--- config.mk ---
export PLATFORM = sky130hd
export DESIGN_NAME = wave_freq_decoder_flat
export DESIGN_NICKNAME = d
export VERILOG_FILES = /design/src/rtl/wave_freq_decoder_if.sv /design/src/rtl/wave_freq_decoder.sv /design/src/flat_wrapper.sv
export SDC_FILE = /design/constraint.sdc
export NUM_CORES = 1
export LEC_CHECK = 0
export ABC_AREA = 1
export CAP_MARGIN = 20
export CORE_MARGIN = 2
export CORE_UTILIZATION = 60
export CTS_BUF_LIST = sky130_fd_sc_hd__clkbuf_16
export DETAILED_ROUTE_END_ITERATION = 7
export PLACE_DENSITY = 0.8
export SYNTH_ARGS = -nofsm -noshare
export SYNTH_HDL_FRONTEND = slang
export SYNTH_SLANG_ARGS = --single-unit
--- constraint.sdc ---
create_clock -name clk -period 3.6 [get_ports clk]
set_input_delay 0.72 -clock clk [delete_from_list [all_inputs] [get_ports clk]]
set_output_delay 0.72 -clock clk [all_outputs]
set_load 0.01 [all_outputs]
--- src/rtl/wave_freq_decoder_if.sv ---
// wave_freq_decoder_if: the incoming wave and the decoded frequency-code outputs.
// The slave side is the decoder. The master side drives the wave and observes the code.
interface wave_freq_decoder_if;
    logic       wave;
    logic [3:0] freqValue;
    logic       freq_valid;
    logic       freq_change;
    logic       no_signal;

    modport master (output wave, input freqValue, freq_valid, freq_change, no_signal);
    modport slave  (input wave, output freqValue, freq_valid, freq_change, no_signal);
endinterface

--- src/rtl/wave_freq_decoder.sv ---
// wave_freq_decoder: recovers the 4-bit frequency code of a square wave by
// measuring its rising-edge-to-rising-edge period in clk cycles.
// Optional macro WAVE_GLITCH_FILTER_EN adds a 3-sample glitch filter after
// the synchronizer. The filter adds 2 clk of edge latency and rejects pulses of 1-2 clk.
//
// state   | meaning
// IDLE    | no reference edge yet (after reset or timeout)
// MEASURE | collecting consecutive matching periods
// LOCKED  | code published, freq_valid high
module wave_freq_decoder #(
    parameter int BASE_HALF_PERIOD = 4,
    parameter int TOL              = 1,
    parameter int LOCK_COUNT       = 2,
    parameter int CNT_W            = 12
) (
    input logic                clk,
    input logic                reset,
    wave_freq_decoder_if.slave bus
);
    localparam logic [CNT_W-1:0] TIMEOUT = CNT_W'(2*BASE_HALF_PERIOD*16 + 4*BASE_HALF_PERIOD);
    localparam logic [3:0]       LOCK_N  = 4'(LOCK_COUNT);

    typedef enum logic [1:0] {IDLE, MEASURE, LOCKED} state_t;
    state_t state, state_nx;

    logic             sync1, sync2, rise, timeout;
    logic [CNT_W-1:0] cnt;
    logic             hit;
    logic [3:0]       code;
    logic [3:0]       cand, cand_d, mcnt, mcnt_d, mcnt_up, freq_code, code_d;
    logic             valid, valid_d, change, change_d, nosig, nosig_d, published, pub_d;
    logic             lock_now;

    // Two-flop synchronizer for the asynchronous wave input
    always_ff @(posedge clk or posedge reset) begin
        if (reset) begin
            sync1 <= 1'b0;
            sync2 <= 1'b0;
        end else begin
            sync1 <= bus.wave;
            sync2 <= sync1;
        end
    end

`ifdef WAVE_GLITCH_FILTER_EN
    logic [1:0] hist;
    logic       filt_q, filt_d;

    // Keep the last two synced samples and the filtered level
    always_ff @(posedge clk or posedge reset) begin
        if (reset) begin
            hist   <= 2'b00;
            filt_q <= 1'b0;
        end else begin
            hist   <= {hist[0], sync2};
            filt_q <= filt_d;
        end
    end

    // Filtered level follows the input only after three equal samples
    always_comb begin
        filt_d = filt_q;
        if (sync2 == hist[0] && sync2 == hist[1]) filt_d = sync2;
    end

    assign rise = filt_d & ~filt_q;
`else
    logic sync_prev;

    // Previous synced level for rising-edge detection
    always_ff @(posedge clk or posedge reset) begin
        if (reset) sync_prev <= 1'b0;
        else       sync_prev <= sync2;
    end

    assign rise = sync2 & ~sync_prev;
`endif

    // Period counter: restarts at 1 on each edge and saturates at the timeout
    always_ff @(posedge clk or posedge reset) begin
        if (reset)                cnt <= '0;
        else if (rise)            cnt <= CNT_W'(1);
        else if (cnt < TIMEOUT)   cnt <= cnt + CNT_W'(1);
    end

    // A rising edge in the same cycle takes priority over the timeout
    assign timeout = !rise && (cnt == TIMEOUT);

    // Classify the measured period; iterate downwards so the lowest code wins
    always_comb begin
        logic [CNT_W-1:0] p, diff;
        hit  = 1'b0;
        code = 4'd0;
        p    = '0;
        diff = '0;
        for (int c = 15; c >= 0; c--) begin
            p    = CNT_W'(2*BASE_HALF_PERIOD*(c+1));
            diff = (cnt >= p) ? cnt - p : p - cnt;
            if (diff <= CNT_W'(TOL)) begin
                hit  = 1'b1;
                code = 4'(c);
            end
        end
    end

    assign mcnt_up  = (code == cand) ? mcnt + 4'd1 : 4'd1;
    assign lock_now = hit && (mcnt_up == LOCK_N);

    // State register
    always_ff @(posedge clk or posedge reset) begin
        if (reset) state <= IDLE;
        else       state <= state_nx;
    end

    // Next-state logic
    always_comb begin
        state_nx = state;
        if (rise) begin
            case (state)
                IDLE:    state_nx = MEASURE;
                MEASURE: if (lock_now) state_nx = LOCKED;
                LOCKED:  if (!(hit && code == freq_code)) state_nx = MEASURE;
                default: state_nx = IDLE;
            endcase
        end else if (timeout) begin
            state_nx = IDLE;
        end
    end

    // Next values of the match tracker and the published outputs
    always_comb begin
        cand_d   = cand;
        mcnt_d   = mcnt;
        code_d   = freq_code;
        valid_d  = valid;
        change_d = 1'b0;
        nosig_d  = nosig;
        pub_d    = published;
        if (rise) begin
            nosig_d = 1'b0;
            case (state)
                IDLE: mcnt_d = 4'd0;
                MEASURE: begin
                    if (hit) begin
                        cand_d = code;
                        mcnt_d = mcnt_up;
                    end else begin
                        mcnt_d = 4'd0;
                    end
                    if (lock_now) begin
                        code_d   = code;
                        valid_d  = 1'b1;
                        change_d = !published || (code != freq_code);
                        pub_d    = 1'b1;
                    end
                end
                LOCKED: begin
                    if (!(hit && code == freq_code)) begin
                        valid_d = 1'b0;
                        if (hit) begin
                            cand_d = code;
                            mcnt_d = 4'd1;
                        end else begin
                            mcnt_d = 4'd0;
                        end
                    end
                end
                default: mcnt_d = 4'd0;
            endcase
        end else if (timeout) begin
            nosig_d = 1'b1;
            valid_d = 1'b0;
            mcnt_d  = 4'd0;
            pub_d   = 1'b0;
        end
    end

    // Register tracker state and outputs
    always_ff @(posedge clk or posedge reset) begin
        if (reset) begin
            cand      <= 4'd0;
            mcnt      <= 4'd0;
            freq_code <= 4'd0;
            valid     <= 1'b0;
            change    <= 1'b0;
            nosig     <= 1'b0;
            published <= 1'b0;
        end else begin
            cand      <= cand_d;
            mcnt      <= mcnt_d;
            freq_code <= code_d;
            valid     <= valid_d;
            change    <= change_d;
            nosig     <= nosig_d;
            published <= pub_d;
        end
    end

    assign bus.freqValue   = freq_code;
    assign bus.freq_valid  = valid;
    assign bus.freq_change = change;
    assign bus.no_signal   = nosig;
endmodule

--- src/flat_wrapper.sv ---
// flat-port wrapper written by rule: the top's interface ports become plain ports
module wave_freq_decoder_flat 
#(
    parameter int BASE_HALF_PERIOD = 4,
    parameter int TOL              = 1,
    parameter int LOCK_COUNT       = 2,
    parameter int CNT_W            = 12
)
  (clk, reset, bus_wave, bus_freqValue, bus_freq_valid, bus_freq_change, bus_no_signal);
  wave_freq_decoder_if bus_i ();
  input logic clk;
  input logic reset;
  input wire logic [$bits(bus_i.wave)-1:0] bus_wave;
  output wire logic [$bits(bus_i.freqValue)-1:0] bus_freqValue;
  output wire logic [$bits(bus_i.freq_valid)-1:0] bus_freq_valid;
  output wire logic [$bits(bus_i.freq_change)-1:0] bus_freq_change;
  output wire logic [$bits(bus_i.no_signal)-1:0] bus_no_signal;
  assign bus_i.wave = bus_wave;
  assign bus_freqValue = bus_i.freqValue;
  assign bus_freq_valid = bus_i.freq_valid;
  assign bus_freq_change = bus_i.freq_change;
  assign bus_no_signal = bus_i.no_signal;
  wave_freq_decoder #(.BASE_HALF_PERIOD(BASE_HALF_PERIOD), .TOL(TOL), .LOCK_COUNT(LOCK_COUNT), .CNT_W(CNT_W)) u_core (.clk(clk), .reset(reset), .bus(bus_i));
endmodule
==> run_results.csv, run 1 <==
group,metric,value,unit
clock_network,cts_buffers,5,
run_status,failing_step,"global routing (5_1_grt)",
clock_network,cts_num_sinks,33,
placement,numPortBuffers,9,
logic_synthesis,dominantRegCellSynth,"dfrtp_1",
floorplan,die_x,111.1,um
logic_synthesis,synth_top_area_share,19.41,%
logic_synthesis,syn-num-nets,1237,
floorplan,rows,39,
logic_synthesis,yosys-top-cells-area,"nand2_1 (19%), dfrtp_1 (12%), xor2_1 (8.4%)",
floorplan,ios,10,
placement,dp_hpwl,24510,um
clock_network,htree_levels,2,
run_status,stop_error,"[ERROR DPL-0038] Utilization greater than 100%, impossible to legalize",
timing,worst-ep-kind,"register data pin",
timing,crit_endpoint,"u_core.bus.freqValue[3]$_DFFE_PP0P_/D",
placement,place_congestion,1.194,
floorplan,dieHeight,111.1,um
logic_synthesis,synthCells,1200,
logic_synthesis,ys_ff_latch,33,
floorplan,initial_core_util,60.82,%
clock_network,cts.path.max_buffers,2,
run_status,status,"did not finish",
logic_synthesis,syn-cell-area,0.006885,mm2
logic_synthesis,yosysMostFrequentCell,"nand2_1",
logic_synthesis,syn_avg_cell_area,5.738,um2
clock_network,root_buffer,"clkbuf_16",
logic_synthesis,synth_edf_count,0,
logic_synthesis,yosysWarnings,0,
logic_synthesis,ys_seq_area_share,11.99,%
logic_synthesis,synthArstFlopShare,100.0,%
placement,dp_slack,-0.2399,ns
logic_synthesis,synth_area_leader_cell,"nand2_1",
logic_synthesis,synth.distinct_cells,61,
logic_synthesis,synth_commonest_cells,"nand2_1 (356), nor2_1 (119), inv_1 (114)",
grt,grt_max_degree,34,
[cells by family after synthesis]
logic type               share of synthesized area (%)
flip-flops                                       11.99
AND/OR/NAND/NOR                                  44.67
buffers and inverters                            10.67
XOR/XNOR                                         8.650
AO/OA/AOI/OAI                                    17.84
adder cells (fa/ha/maj)                          6.178
[metrics by stage]
step | instance area [um2] | TNS (ns) | cells
floorplan | 6888 | 0 | 1200
global placement | 8812 | -1.751 | 1555
detailed placement | 8812 | -2.978 | 1555
CTS | 9757 | -0.002397 | 1591
[repair_timing]
action	in CTS
gates resized for setup	164
hold buffers	0
gates cloned	1
pin swaps	58
buffers inserted	28
endpoints found under the setup margin	17
hold endpoints to repair	0
==> inputs of run 2 (changes only) <==
CORE_UTILIZATION = 40   (was 60)
CTS_BUF_LIST = unset   (was sky130_fd_sc_hd__clkbuf_16)
PLACE_DENSITY = unset   (was 0.8)
PLACE_DENSITY_LB_ADDON = 0.15   (was unset)
clock period = 4.68 ns   (was 3.6 ns; I/O delays follow)
==> run_results.csv, run 2 <==
group,metric,value,unit
run_status,status,"finished, final reports clean",
worst_hold_path,hold_path.class,"flop to flop",
timing,setup_viol,0,
timing,clock.fmax,0.2243,GHz
pwr,power_density,323.4,mW/mm2
floorplan,rows,47,
grt,grt_max_degree,34,
critical_path,crit_top_cell,"nand2_1",
critical_path,path_depth,30,
clock_network,cts_hold_buf,0,
timing,tns,0,ns
logic_synthesis,syn_avg_cell_area,5.738,um2
grt,grt_pass1_vias,7844,
timing,max_slew_margin,59.34,%
timing,skew,0.006352,ns
detailed_routing,drtPass1Iterations,8,
layout,fill_cells,1863,
logic_synthesis,yosysWarnings,0,
clock_network,cts_tree,"done",
timing,tightest_slew,0.6078,ns
critical_path,crit_arrival,4.68,ns
pwr,clkPwrFrac,15.5,%
logic_synthesis,ys_ff_latch,33,
pwr,peakVddDrop,0.2491,mV
pwr,switching_share,56.12,%
clock_network,cts_buffers,5,
timing,hold_viol,0,
detailed_routing,via_count,8562,
logic_synthesis,yosys-top-cells-area,"nand2_1 (19%), dfrtp_1 (12%), xor2_1 (8.4%)",
grt,track_usage,35.82,%
critical_path,critical_path_class,"flop to flop",
logic_synthesis,synth_top_area_share,19.41,%
critical_path,worstRegToRegCells,30,
flow_run,cap_violations,0,
layout,antenna_cells,0,
logic_synthesis,yosysMostFrequentCell,"nand2_1",
logic_synthesis,ys_seq_area_share,11.99,%
layout,drive_gt1_share,12.19,%
pwr,p_leak,4.070,nW
layout,fin_nets,1267,
grt,grt_pass1_wl,48520,um
detailed_routing,drc_errors,0,
layout,area_delta_synth_final,10.83,%
timing,slew_violations,0,
layout,postLayoutCellArea,0.007631,mm2
timing,fin_crit,4.458,ns
floorplan,ios,10,
pwr,p_sw,0.001385,W
timing,fin_hold_ws,0.3622,ns
logic_synthesis,synthArstFlopShare,100.0,%
clock_network,cts_num_sinks,33,
layout,final_cell_mix,"nand2_1 (353), nor2_1 (116), inv_1 (113), o21ai_0 (90), nand3_1 (88)",
logic_synthesis,synth_edf_count,0,
worst_hold_path,hold_path_depth,0,
logic_synthesis,synth_area_leader_cell,"nand2_1",
layout,regMostFlops,"u_core.cnt",
timing,rsz0062_at_grt,"no",
pwr,p_seq_share,15.0,%
detailed_routing,viasPerCell,5.901,
clock_network,insertion_delay,0.28,ns
detailed_routing,antenna_left,0,
pwr,internal_power,0.001083,W
layout,final_common_cell,"nand2_1",
logic_synthesis,synthCells,1200,
clock_network,clk_pin_slew,0.06,ns
logic_synthesis,synth_commonest_cells,"nand2_1 (356), nor2_1 (119), inv_1 (114)",
grt,antenna_found_initial,0,
floorplan,dieHeight,135.2,um
placement,dp_hpwl,25390,um
critical_path,critPathBufInv,2,
critical_path,worst_ep_required_time,4.90,ns
layout,largest_register_ffs,12,
clock_network,htree_levels,2,
critical_path,cpPeakStageDelay,0.42,ns
detailed_routing,wl,32600,um
grt,overflow,0,
pwr,combPwrFrac,69.5,%
critical_path,critPathTopFamily,"simple AND/OR/NAND/NOR gates",
detailed_routing,avgRoutedWirePerCell,22.46,um
floorplan,die_x,135.2,um
floorplan,design.core.area,0.01670,mm2
timing,period_share,95.26,%
logic_synthesis,synth.distinct_cells,61,
critical_path,end_kind,"flop",
floorplan,dieArea,0.01828,mm2
logic_synthesis,dominantRegCellSynth,"dfrtp_1",
critical_path,cp_max_fo,14,
detailed_routing,drtIter0Drc,978,
logic_synthesis,syn-num-nets,1237,
clock_network,cts.path.max_buffers,2,
placement,place_congestion,1.090,
critical_path,worstSetupStartpointType,"flop",
clock_network,root_buffer,"clkbuf_16",
placement,numPortBuffers,9,
floorplan,initial_core_util,41.23,%
placement,placed_area,0.007407,mm2
critical_path,crit_slowest_cell,"dfrtp_1",
logic_synthesis,syn-cell-area,0.006885,mm2
## run 2: cell counts after synthesis
No cell type changed its count.
## run 2: area by class of cell
| type | count | area, um2 | area share [%] |
|---|---|---|---|
| Multi-Input combinational cell | 991 | 5343 | 70.01 |
| Clock buffer | 5 | 125.1 | 1.640 |
| Inverter | 138 | 534.3 | 7.001 |
| Sequential cell | 33 | 827.0 | 10.84 |
| Clock inverter | 3 | 46.29 | 0.6067 |
| Tap cell | 220 | 275.3 | 3.607 |
| Timing Repair Buffer | 61 | 480.5 | 6.296 |
## run 2: worst register-to-register path: cells and delay by family, from the launching register on
kind / cells / cell delay [ns]
buffers and inverters: 2 / 0.17
AOI/OAI and AO/OA: 1 / 0.38
and+or+nand+nor: 26 / 3.19
DFF: 1 / 0.42
adders and majority gates: 1 / 0.24
## run 2: cells by family (layout without fill, tap and decap cells)
| logic type | after synthesis | in the layout | synth area share (%) |
|---|---|---|---|
| xor+xnor | 68 | 68 | 8.650 |
| simple gates | 673 | 673 | 44.67 |
| buf+inv | 176 | 207 | 10.67 |
| fa+ha+maj | 34 | 34 | 6.178 |
| compound gates | 216 | 216 | 17.84 |
| flops | 33 | 33 | 11.99 |
## run 2: power by group through the flow
stage                     sequential [W]  clock [W]  combinational (W)
final                           0.000369   0.000383            0.00172
after CTS                       0.000367   0.000392            0.00163
after floorplan                 0.000357          0            0.00106
after global placement          0.000372          0            0.00163
after detailed placement        0.000372          0            0.00162
after global routing            0.000376   0.000402            0.00184
## run 2: final timing paths
path,startpoint,end,slack (ns)
setup / recovery,u_core.cnt[7]$_DFFE_PP0P_,u_core.mcnt[1]$_DFFE_PP0P_,0.22
hold / removal,u_core.sync1$_DFF_PP0_,u_core.sync2$_DFF_PP0_,0.36
setup reg to reg,u_core.cnt[7]$_DFFE_PP0P_,u_core.mcnt[1]$_DFFE_PP0P_,0.22
hold reg to reg,u_core.sync1$_DFF_PP0_,u_core.sync2$_DFF_PP0_,0.36
max in group asynchronous,reset,u_core.cnt[0]$_DFFE_PP0P_,3.32
min in group asynchronous,reset,u_core.mcnt[1]$_DFFE_PP0P_,1.04
## run 2: repair_timing
action                     CTS  global route
resized for setup            0             9
setup endpoints to repair    0            17
buffers inserted             0             4
## run 2: routing by layer
layer	up-vias	routed length [um]	GRT usage (%)
li1	3976	-	-
met1	3970	14190	51.39
met2	522	13220	51.61
met3	94	3690	7.632
met4	0	1495	15.22
met5	-	0	0
## run 2: through the flow
stage,total power [W],instances,worst slack (ns),util (%)
3_3_place_gp,0.002006,1439,-0.06452,44.35
5_1_grt,0.002620,1451,0.03671,45.69
6_report,0.002468,1451,0.2219,45.69
2_1_floorplan,0.001419,1200,1.065,-
4_1_cts,0.002387,1447,0.007975,45.38
3_5_place_dp,0.001992,1439,0.01338,44.35
Note: power is estimated with default switching activity, not from simulation.
==> edit 1: new RTL, settings of run 2 <==
Build with the macro `WAVE_GLITCH_FILTER_EN` defined.
--- a/src/rtl/wave_freq_decoder.sv
+++ b/src/rtl/wave_freq_decoder.sv
@@ -7,6 +7,8 @@
 // IDLE    | no reference edge yet (after reset or timeout)
 // MEASURE | collecting consecutive matching periods
 // LOCKED  | code published, freq_valid high
+`define WAVE_GLITCH_FILTER_EN
+
 module wave_freq_decoder #(
     parameter int BASE_HALF_PERIOD = 4,
     parameter int TOL              = 1,
Behaviour: same outputs for any inputs over 10 cycles, from zero or initial values and one cycle with reset high; that may be too few to reach the edited logic, so the function may still have changed.
==> edit 1 against run 2 <==
Combinational power grew 78%; highest routed layer unchanged; worst setup slack gained 130 ps; cell area grew 9.0%; sequential cell count grew 2; maximum frequency grew 2.9%; wire length grew 15%; non-clock buffer count grew 14; synthesized area grew 8.5%; sequential power grew 15%; total power grew 56%; critical path type unchanged; sequential share of layout area shrank 0.25 points; clock power shrank 6.0%.
==> edit 1: results (changes against run 2) <==
- First-pass DRT Iterations: 6 (was 8)
- Measured slew at the worst slew-check pin: 641 ps (was 608 ps)
- Arrival time at the worst endpoint: 4500 ps (was 4680 ps)
- Per-cell routed wire length: 23.7 microns (was 22.5 microns)
- FF-to-FF setup slack: 350 ps (was 220 ps)
- Synth top area cells: nand2_1, dfrtp_1, nand3_1 (was nand2_1, dfrtp_1, xor2_1)
- GPL Wtd Cong: 1.08 (was 1.09)
- First-pass GRT wire length: 55800 microns (was 48500 microns)
- Number of nets in the layout: 1393 (was 1267)
- Outcome: finished clean (unchanged)
- Largest net degree at the start of global routing: 26 (was 34)
- Dpl cell area: 8060 sq um (was 7410 sq um)
- CP max stage cell: dfrtp_2 (was dfrtp_1)
- Maximum VDD drop: 0.000306 V (was 0.000249 V)
- Via/cell ratio: 5.91 (was 5.90)
- DP HPWL: 29800 microns (was 25400 microns)
- P_int: 0.00147 W (was 0.00108 W)
- Syn_nets: 1357 (was 1237)
- Pre-CTS setup slack: -131 ps (was 13.4 ps)
- Hold_ws: 354 ps (was 362 ps)
- Seq/Total Area, Yosys: 11.7% (was 12.0%)
- Setup Skew: 7.65 ps (was 6.35 ps)
- CP startpoint: u_core.cnt[0]$_DFFE_PP0P_ (was u_core.cnt[7]$_DFFE_PP0P_)
- Startpoint of the worst hold path: u_core.sync1$_DFF_PP0_ (unchanged)
- Critical path peak fanout: 12 (was 14)
- Max incr delay on CP: 520 ps (was 420 ps)
- Fin crit period: 4330 ps (was 4460 ps)
- Worst setup endpoint: u_core.cand[3]$_DFFE_PP0P_ (was u_core.mcnt[1]$_DFFE_PP0P_)
- Iteration-0 DRC Markers: 1089 (was 978)
edit 1: changes by cell type in the layout (fill, tap and decap cells not counted), moves of 13 or more:
cell            run 2  this run
buf_4              52        65
inv_1             113       128
nand2_1           353       394
nand3_1            88       113
nor2_1            116       136
o21ai_0            90        71
o21ai_1            26        43
xor2_1             66        50
edit 1: worst min path at each step:
stage,to
after floorplan,u_core.sync2$_DFF_PP0_
after CTS,u_core.sync2$_DFF_PP0_
after global placement,u_core.sync2$_DFF_PP0_
final,u_core.sync2$_DFF_PP0_
after global routing,u_core.sync2$_DFF_PP0_
after detailed placement,u_core.sync2$_DFF_PP0_
edit 1: area by class of cell:
| class | count | area (sq um) |
|---|---|---|
| clock buffers | 7 | 153 |
| flip-flops and latches | 35 | 881 |
| fillers | 2019 | 9830 |
| inverters | 156 | 606 |
| multi-input cells | 1083 | 5790 |
| clock inverters | 1 | 7.51 |
| repair buffers | 75 | 589 |
| well taps | 229 | 287 |
edit 1: power by group through the flow:
stage	combinational, W	sequential (W)	clock, W
3_5_place_dp	0.00294	0.000422	0
5_1_grt	0.00330	0.000432	0.000380
3_3_place_gp	0.00297	0.000421	0
4_1_cts	0.00296	0.000417	0.000368
6_report	0.00306	0.000423	0.000360
2_1_floorplan	0.00198	0.000404	0
edit 1: through the flow:
| stage | total power, W | instances |
|---|---|---|
| global placement | 0.00339 | 1575 |
| CTS | 0.00374 | 1583 |
| global route | 0.00412 | 1586 |
| finish | 0.00385 | 1586 |
| detailed placement | 0.00336 | 1575 |
| floorplan | 0.00238 | 1320 |
edit 1: kinds of logic after synthesis:
family	share of synthesized area, %
and+or+nand+nor	47.6
AOI/OAI and AO/OA	17.0
buffers and inverters	11.4
xor gates and xnor gates	6.55
DFF	11.7
adders and majority gates	5.70
edit 1: layer usage:
metal | GRT usage (%) | vias up | part of all wire, %
met5 | 0 | - | 0
met4 | 21.2 | 0 | 6.1
met3 | 7.61 | 116 | 10
met2 | 59.8 | 525 | 44
met1 | 48.1 | 4367 | 40
li1 | - | 4367 | -
edit 1: what timing repair did:
item                                    CTS  global route
pin swaps                                 0             2
endpoints found under the setup margin   15            17
resized for setup                         2            22
setup buffers                             0             3
cloned                                    0             0
edit 1: worst max-delay path, delay by kind of cell (launching register included):
family / cells / cell delay, ps
fa+ha+maj: 1 / 270
compound gates: 3 / 350
flops: 1 / 520
buf+inv: 4 / 820
simple gates: 24 / 2240
==> edit 2: new RTL, settings of run 2 <==
Made on the original files. Encoding of `state_t`: now one-hot (3 bits for 3 states).
--- a/src/rtl/wave_freq_decoder.sv
+++ b/src/rtl/wave_freq_decoder.sv
@@ -20,7 +20,7 @@
     localparam logic [CNT_W-1:0] TIMEOUT = CNT_W'(2*BASE_HALF_PERIOD*16 + 4*BASE_HALF_PERIOD);
     localparam logic [3:0]       LOCK_N  = 4'(LOCK_COUNT);
 
-    typedef enum logic [1:0] {IDLE, MEASURE, LOCKED} state_t;
+    typedef enum logic [2:0] {IDLE = 3'b001, MEASURE = 3'b010, LOCKED = 3'b100} state_t;
     state_t state, state_nx;
 
     logic             sync1, sync2, rise, timeout;
Behaviour: same outputs for any inputs over 10 cycles, from zero or initial values and one cycle with reset high; not proved beyond that.
==> edit 2 against run 2 <==
Non-clock buffer count grew 20; synthesized cell count grew 2.0%; sequential cell count grew 1; worst setup slack gained 7.2 ps; sequential share of layout area grew 0.052 points; wire length grew 7.7%; combinational power shrank 2%; cell area grew 2.7%; total power grew 1.1%; synthesized area grew 0.82%; clock power grew 17%; critical path type unchanged.
==> edit 2: results (changes against run 2) <==
- Placed Cells: 1485 (was 1439)
- Max reg flops: 12 (unchanged)
- Leak: 4.18 nW (was 4.07 nW)
- Setup bufs post-CTS: 0 (unchanged)
- Max incr delay on CP: 520 ps (was 420 ps)
- GPL Wtd Cong: 1.07 (was 1.09)
- Post-route clock period utilization: 95.1% (was 95.3%)
- Final instance area: 7840 sq um (was 7630 sq um)
- Seq/Total Area, Yosys: 12.3% (was 12.0%)
- Iteration-0 DRC Markers: 1074 (was 978)
- WL final: 35100 microns (was 32600 microns)
- Worst setup endpoint: u_core.bus.freq_valid$_DFFE_PP0P_ (was u_core.mcnt[1]$_DFFE_PP0P_)
- R2R depth: 27 (was 30)
- Arrival time at the worst endpoint: 4630 ps (was 4680 ps)
- Via/cell ratio: 5.99 (was 5.90)
- First-pass GRT wire length: 51900 microns (was 48500 microns)
- Layout cells sized above 1: 12.9% (was 12.2%)
- Outcome: finished clean (unchanged)
- Fill cells: 1892 (was 1863)
- Pre-CTS setup slack: 52.0 ps (was 13.4 ps)
- Via count of the first global-routing pass: 8237 (was 7844)
- Port Buf Inserts: 9 (unchanged)
- Per-cell routed wire length: 23.5 microns (was 22.5 microns)
- Syn Inst Count: 1224 (was 1200)
- Measured slew at the worst slew-check pin: 772 ps (was 608 ps)
- Most frequent cells after synthesis: nand2_1, inv_1, nor2_1, nand3_1, o21ai_0 (was nand2_1, nor2_1, inv_1, o21ai_0, nand3_1)
- Number of nets in the layout: 1300 (was 1267)
- First-pass DRT Iterations: 6 (was 8)
- Global-route usage over all layers: 38.4% (was 35.8%)
- Worst-path clk slew: 60 ps (about the same)
- Max cap viols: 0 (unchanged)
- CP startpoint: u_core.cnt[1]$_DFFE_PP0P_ (was u_core.cnt[7]$_DFFE_PP0P_)
- DP HPWL: 27200 microns (was 25400 microns)
- Maximum VDD drop: 0.000316 V (was 0.000249 V)
- Setup Skew: 9.23 ps (was 6.35 ps)
- Post-synth cell types: 57 (was 61)
- Critical path peak fanout: 8 (was 14)
- Largest net degree at the start of global routing: 35 (was 34)
- Dpl cell area: 7600 sq um (was 7410 sq um)
- Synth top area cells: nand2_1, dfrtp_1, nand3_1 (was nand2_1, dfrtp_1, xor2_1)
## edit 2: per-layer routing
metal  vias to the layer above  wire [microns]  track usage, %
li1                       4067               -               -
met1                      4178           13800            49.2
met2                       570           15400            60.2
met3                       127            3620            7.33
met4                         0            2260            21.6
met5                         -               0               0
## edit 2: worst reg2reg max path, cell delays in order (launching register included)
cell and delay (ps):
dfrtp_1 520, inv_1 150, ha_2 270, inv_1 180
nand2_1 80, o21ai_0 460, nand2_1 250, nor2_1 340
nand3_1 130, o41ai_1 140, buf_4 230, nand4_1 80
nor2_1 220, nor2_2 90, nand3_2 120, a21oi_1 90
nand2_1 70, nand2_1 40, inv_1 40, nand2_1 50
nor2_2 130, nand4_1 170, nor2_2 160, nand2_1 80
nand2_2 90, nand2_1 60, nand2_1 50, nand2_1 50
## edit 2: through the flow
stage | power (W) | hold slack [ps]
after floorplan | 0.00138 | 331
after global placement | 0.00197 | 352
after detailed placement | 0.00195 | 346
after CTS | 0.00241 | 367
after global routing | 0.00261 | 382
final | 0.00249 | 364
## edit 2: layout make-up
cell class	count	area share (%)
Tap cell	225	3.59
Inverter	147	7.23
Timing Repair Buffer	81	8.21
Sequential cell	34	10.9
Clock inverter	3	0.878
Clock buffer	5	1.60
Multi-Input combinational cell	998	67.6
## edit 2: what timing repair did
| item | in CTS | in global routing |
|---|---|---|
| endpoints found under the setup margin | 6 | 18 |
| hold endpoints to repair | 0 | 0 |
| resized for setup | 1 | 11 |
## edit 2: kinds of logic (layout without fill, tap and decap cells)
logic type / count (synthesis) / in the layout / share of synthesized area (%)
AO/OA/AOI/OAI: 209 / 209 / 17.7
XOR/XNOR: 62 / 62 / 7.82
adder cells (fa/ha/maj): 30 / 30 / 5.41
buffers and inverters: 192 / 236 / 11.9
flip-flops: 34 / 34 / 12.3
AND/OR/NAND/NOR: 697 / 697 / 44.9
## edit 2: worst min path at each step
stage,slack (ps),to
after CTS,370,u_core.sync2$_DFF_PP0_
final,360,u_core.sync2$_DFF_PP0_
after global placement,350,u_core.sync2$_DFF_PP0_
after floorplan,330,u_core.sync2$_DFF_PP0_
after global routing,380,u_core.sync2$_DFF_PP0_
after detailed placement,350,u_core.sync2$_DFF_PP0_
## edit 2: power breakdown
group	total, W	leakage, nW	internal (W)	switching [W]
clock	0.000447	0.0940	0.000306	0.000141
combinational	0.00168	3.63	0.000471	0.00121
sequential	0.000365	0.456	0.000315	0.0000500
total	0.00249	4.18	0.00109	0.00140
